`src/rtl/cordic_vect_precond.sv`:
```
`default_nettype none
// ============================================================================
// Module   : cordic_vect_precond
// Function : Folds (x, y) into the right half-plane with a 1/2 pre-scale for
//            a vectoring CORDIC pipeline. Carries the quadrant angle offset
//            (hundredths of a degree) and a valid tag through a STAGE-deep
//            delay line, so both leave aligned with the pipeline's angle.
// Revision : 1.0 - initial release
// ============================================================================
module cordic_vect_precond #(
    parameter int N     = 16,
    parameter int STAGE = 16
) (
    input  logic                         clk,
    input  logic                         rst,
    input  logic                         in_valid,
    input  logic signed [N-1:0]          x_in,
    input  logic signed [N-1:0]          y_in,
    input  logic                         flush,
    output logic signed [N-1:0]          x_out,
    output logic signed [N-1:0]          y_out,
    output logic                         out_valid,
    output logic signed [N-1:0]          ang_ofs_out,
    output logic                         tag_valid,
    output logic                         pipe_busy,
    output logic [$clog2(STAGE+2)-1:0]   inflight_cnt
);

    localparam int CW = $clog2(STAGE + 2);

    localparam logic signed [N-1:0] c_ofs_pos = N'(9000);
    localparam logic signed [N-1:0] c_ofs_neg = N'(-9000);
    localparam logic [CW-1:0]       c_cnt_max = CW'(STAGE + 1);

    // Halved inputs: halving first keeps every negation in range, even -2^(N-1)
    logic signed [N-1:0] w_xh;
    logic signed [N-1:0] w_yh;
    logic                w_clr;
    logic                w_acc;

    logic signed [N-1:0] r_xo_q,  w_xo_d;
    logic signed [N-1:0] r_yo_q,  w_yo_d;
    logic                r_ov_q,  w_ov_d;
    logic signed [N-1:0] r_ofs_q, w_ofs_d;

    logic [STAGE-1:0]        r_tag_v_q, w_tag_v_d;
    logic [STAGE-1:0][N-1:0] r_tag_o_q, w_tag_o_d;

    logic [CW-1:0] r_cnt_q,  w_cnt_d;
    logic          r_busy_q, w_busy_d;

    // Pre-rotation, tag shift and in-flight bookkeeping
    always_comb begin
        w_xh      = x_in >>> 1;
        w_yh      = y_in >>> 1;
        w_clr     = rst || flush;
        w_acc     = in_valid && !w_clr;

        w_xo_d    = '0;
        w_yo_d    = '0;
        w_ov_d    = 1'b0;
        w_ofs_d   = '0;
        w_tag_v_d = '0;
        w_tag_o_d = '0;
        w_cnt_d   = r_cnt_q;
        w_busy_d  = 1'b0;

        if (w_acc) begin
            w_ov_d = 1'b1;
            if (!x_in[N-1]) begin
                w_xo_d  = w_xh;
                w_yo_d  = w_yh;
                w_ofs_d = '0;
            end else if (!y_in[N-1]) begin
                // Second quadrant (and the negative x axis): rotate by -90 deg
                w_xo_d  = w_yh;
                w_yo_d  = -w_xh;
                w_ofs_d = c_ofs_pos;
            end else begin
                // Third quadrant: rotate by +90 deg
                w_xo_d  = -w_yh;
                w_yo_d  = w_xh;
                w_ofs_d = c_ofs_neg;
            end
        end

        // Tag line is fed from the registered stage so it tracks the pipeline
        w_tag_v_d[0] = r_ov_q;
        w_tag_o_d[0] = r_ofs_q;
        for (int i = 1; i < STAGE; i++) begin
            w_tag_v_d[i] = r_tag_v_q[i-1];
            w_tag_o_d[i] = r_tag_o_q[i-1];
        end

        // Token enters on accept, leaves on the cycle its tag is presented
        if (w_acc && !r_tag_v_q[STAGE-1]) begin
            if (r_cnt_q != c_cnt_max) w_cnt_d = r_cnt_q + 1'b1;
        end else if (!w_acc && r_tag_v_q[STAGE-1]) begin
            if (r_cnt_q != '0) w_cnt_d = r_cnt_q - 1'b1;
        end

        if (w_clr) begin
            w_tag_v_d = '0;
            w_tag_o_d = '0;
            w_cnt_d   = '0;
        end

        w_busy_d = (w_cnt_d != '0);
    end

    // State registers with synchronous reset
    always_ff @(posedge clk) begin
        if (rst) begin
            r_xo_q    <= '0;
            r_yo_q    <= '0;
            r_ov_q    <= 1'b0;
            r_ofs_q   <= '0;
            r_tag_v_q <= '0;
            r_tag_o_q <= '0;
            r_cnt_q   <= '0;
            r_busy_q  <= 1'b0;
        end else begin
            r_xo_q    <= w_xo_d;
            r_yo_q    <= w_yo_d;
            r_ov_q    <= w_ov_d;
            r_ofs_q   <= w_ofs_d;
            r_tag_v_q <= w_tag_v_d;
            r_tag_o_q <= w_tag_o_d;
            r_cnt_q   <= w_cnt_d;
            r_busy_q  <= w_busy_d;
        end
    end

    assign x_out        = r_xo_q;
    assign y_out        = r_yo_q;
    assign out_valid    = r_ov_q;
    assign tag_valid    = r_tag_v_q[STAGE-1];
    assign ang_ofs_out  = r_tag_o_q[STAGE-1];
    assign inflight_cnt = r_cnt_q;
    assign pipe_busy    = r_busy_q;

endmodule
`default_nettype wire
```
`config.mk`:
```
export PLATFORM = sky130hd
export DESIGN_NAME = cordic_vect_precond
export DESIGN_NICKNAME = d
export VERILOG_FILES = /design/src/rtl/cordic_vect_precond.sv
export SDC_FILE = /design/constraint.sdc
export NUM_CORES = 1
export LEC_CHECK = 0
export BUFFER_PORTS_ARGS = -buffer_cell sky130_fd_sc_hd__buf_4
export CAP_MARGIN = 20
export CORE_ASPECT_RATIO = 2
export CORE_MARGIN = 2
export CORE_UTILIZATION = 40
export CTS_BUF_LIST = sky130_fd_sc_hd__clkbuf_8
export CTS_CLUSTER_DIAMETER = 80
export DETAILED_ROUTE_END_ITERATION = 8
export GPL_TIMING_DRIVEN = 0
export SYNTH_ARGS = -nofsm -noshare
export SYNTH_HDL_FRONTEND = slang
export SYNTH_SLANG_ARGS = --single-unit
```
`constraint.sdc`:
```
create_clock -name clk -period 6.3 [get_ports clk]
set_input_delay 0.63 -clock clk [delete_from_list [all_inputs] [get_ports clk]]
set_output_delay 0.63 -clock clk [all_outputs]
set_load 0.02 [all_outputs]
```
==> metrics.csv <==
stage;metric;value;unit
status;status;completed;
synth;ys_warn_count;0;
synth;async_flop_share;0;
setup_path;worst-path-max-fanout;5;
clock_network;cts_tree;done;
final_layout;nets;544;
route;routed_via_density;4.967;
final_layout;utilization;0.5121;
final_layout;final_cell_count_no_fill;638;
timing;setup_viol_count_final;0;
synth;synthXorXnorAreaFrac;0.04605;
global_route;grt_pass1_vias;3204;
timing;holdWs;433.0;ps
route;post_drt_wl_per_cell;15.90;microns
hold_path;holdCritStartpoint;r_tag_o_q[67]$_SDFF_PP0_;
placed_design;finalWeightedCongestion;0.9485;
die;start_util;0.4118;
timing;fin_setup_tns;0;ps
timing;fmax;444.3;MHz
clock_network;clock_sinks;106;
synth;synthSimpleGateAreaFrac;0.2152;
clock_network;clock_path_buffers;2;
clock_network;cts_buffers;9;
global_route;antenna_found_initial;0;
synth;syn-mean-instance-area;9.886;sq um
synth;ys_seq_area_frac;0.5313;
timing;skew;6.327;ps
setup_path;r2r-start;inflight_cnt[0]$_SDFF_PP0_;
pwr;ir_drop;0.1150;mV
route;drt-initial-drc-count;143;
synth;synth-main-ff-cell;dfxtp_1;
timing;period_share;0.3572;
route;first_pass_iters;4;
timing;report.final.slew_viol_count;0;
setup_path;cp.required;6590;ps
route;drc;0;
clock_network;cts_hold_buf;0;
timing;setup_slack;4049;ps
synth;yosys.area.top_type;dfxtp_1;
synth;synth.distinct_cells;51;
route;postRouteAntennaNets;0;
synth;netlist_instances;404;
synth;yosysTopAreaCellShare;0.5313;
final_layout;syn_to_final_growth;24.37;%
timing;rsz0062_at_grt;no;
synth;synth_area;0.003994;sq mm
setup_path;crit_type;primary input to flip-flop;
synth;synth_edf_count;0;
final_layout;drive_gt1_frac;0.2451;
die;die_w;74.66;microns
setup_path;critPathCaptureType;flip-flop;
clock_network;post_cts_buffers;0;
global_route;grt_pass1_wl;16250;microns
timing;slew-limit-headroom;0.3243;
final_layout;diodes;0;
hold_path;hold_class;flip-flop to flip-flop;
timing;finalHoldViolCount;0;
pwr;power.density;236.2;mW/mm^2
clock_network;insertion_delay;360;ps
clock_network;cts_root_buffer;clkbuf_8;
die;dieArea;0.01085;sq mm
synth;ys_ff_latch;106;
placed_design;io_buffers;84;
setup_path;start_kind;primary input;
clock_network;cts_resized;0;
die;die_h;145.3;microns
route;finalWirelength;10150;microns
timing;worstMarginPinSlew;1004;ps
clock_network;path_clk_slew;100;ps
setup_path;worstSetupStartpoint;x_in[1];
placed_design;dp_slack;3692;ps
synth;yosys-top-cells-area;dfxtp_1, and2_1, nor2_1;
route;num_vias;3169;
synth;synth_compound_area_frac;0.1028;
placed_design;dp.cells;623;
die;coreArea;0.009699;sq mm
global_route;track_usage;0.2005;
clock_network;htreeDepth;3;
pwr;leakagePower;2.174;nW
synth;synth_top_family_by_area;simple AND/OR/NAND/NOR gates;
die;placement_rows;51;
global_route;overflow;0;
global_route;grt_max_degree;18;
die;io_pins;92;
synth;synthAdderAreaFrac;0.01880;
placed_design;dpl.hpwl;7763;microns
setup_path;crit_arrival;2540;ps
synth;synthMuxAreaShare;0.02036;
timing;finalCriticalPeriod;2251;ps
run;cap_violations;0;
-- synthesized netlist by cell type, types with 2 or more instances --
cell type,number
a21oi_1,17
nor2_1,35
buf_2,2
or3_1,7
nor4_1,3
o21ai_1,2
a31oi_1,4
a211oi_1,13
nand2_1,5
buf_1,4
a41oi_1,3
buf_4,16
a311oi_1,5
inv_2,2
ha_1,6
clkbuf_1,15
and2_1,65
or4_1,2
nor3_1,6
or4b_1,3
inv_1,10
mux2i_1,7
nand3_1,4
o21ai_0,10
and3_1,4
o31ai_1,3
xor2_1,11
xnor2_1,10
nand4_1,3
dfxtp_1,106
-- critical path, stage by stage --
cell and delay (ps):
buf_4 130, inv_1 50, ha_1 170, nor3b_1 710
and3_1 380, a21oi_1 110, xnor2_1 150, a211oi_1 200
-- path summary, 6_finish.rpt --
| check | to | slack (ps) | depth (start not counted) |
|---|---|---|---|
| worst min register to register | r_tag_o_q[83]$_SDFF_PP0_ | 430 | 1 |
| worst max-delay path | y_out[12]$_SDFF_PP0_ | 4050 | 8 |
| worst min-delay path | r_tag_o_q[83]$_SDFF_PP0_ | 430 | 1 |
| worst max register to register | pipe_busy$_SDFF_PP0_ | 4110 | 7 |
-- state kept, by name, summed over array words and instances (netlist names) --
signal	count
r_tag_o_q	45
r_tag_v_q	16
x_out	16
y_out	16
inflight_cnt	5
ang_ofs_out	3
r_ofs_q	3
out_valid	1
pipe_busy	1
-- cell families (layout without fill, tap and decap cells) --
kind of cell,after synthesis,after routing
fa+ha+maj,6,6
buf+inv,50,149
other cells,1,4
simple gates,149,149
mux,8,8
compound gates,63,63
xor+xnor,21,21
flops,106,106
-- metal layers --
metal / wire length (microns) / part of all wire / track usage
met1: 3506 / 0.35 / 0.1897
met2: 5673 / 0.56 / 0.3717
met3: 411 / 0.041 / 0.03542
met4: 555 / 0.055 / 0.1250
met5: 0 / 0 / 0
-- stage by stage --
stage                     cell area [sq um]  total power, W
after floorplan                        4005       0.0007611
after global placement                 4801       0.0008195
after detailed placement               4801       0.0008205
after CTS                              4967        0.001189
after global routing                   4967        0.001226
final                                  4967        0.001173
-- layout make-up --
| type | count | area [sq um] |
|---|---|---|
| Clock buffer | 9 | 123.9 |
| Fill cell | 973 | 4732 |
| Timing Repair Buffer | 84 | 630.6 |
| Multi-Input combinational cell | 251 | 1625 |
| Inverter | 12 | 45.04 |
| Sequential cell | 106 | 2122 |
| Buffer | 38 | 212.7 |
| Clock inverter | 6 | 42.54 |
| Tap cell | 132 | 165.2 |
-- where the power goes --
| part | total (W) | switching, W | internal [W] |
|---|---|---|---|
| Clock | 0.000369 | 0.000225 | 0.000144 |
| Combinational | 0.000124 | 0.0000749 | 0.0000490 |
| Sequential | 0.000681 | 0.00000282 | 0.000678 |
-- cells in the final DEF (no fill, tap or decap), types with 2 or more instances in the layout --
cell / n
and2_1: 65
dfxtp_1: 106
a311oi_1: 5
clkbuf_1: 15
nand4_1: 3
buf_2: 2
a21oi_1: 17
clkbuf_8: 9
nor2_1: 35
o21ai_0: 10
nor4_1: 3
inv_2: 2
or4_1: 2
and3_1: 4
inv_6: 3
nand2_1: 5
nor3_1: 6
a31oi_1: 4
o21ai_1: 2
conb_1: 4
a211oi_1: 13
xor2_1: 11
buf_4: 100
inv_1: 11
a41oi_1: 3
or4b_1: 3
or3_1: 7
nand3_1: 4
xnor2_1: 10
mux2i_1: 7
buf_1: 4
o31ai_1: 3
ha_1: 6
Power figures use the tool's default switching activity.
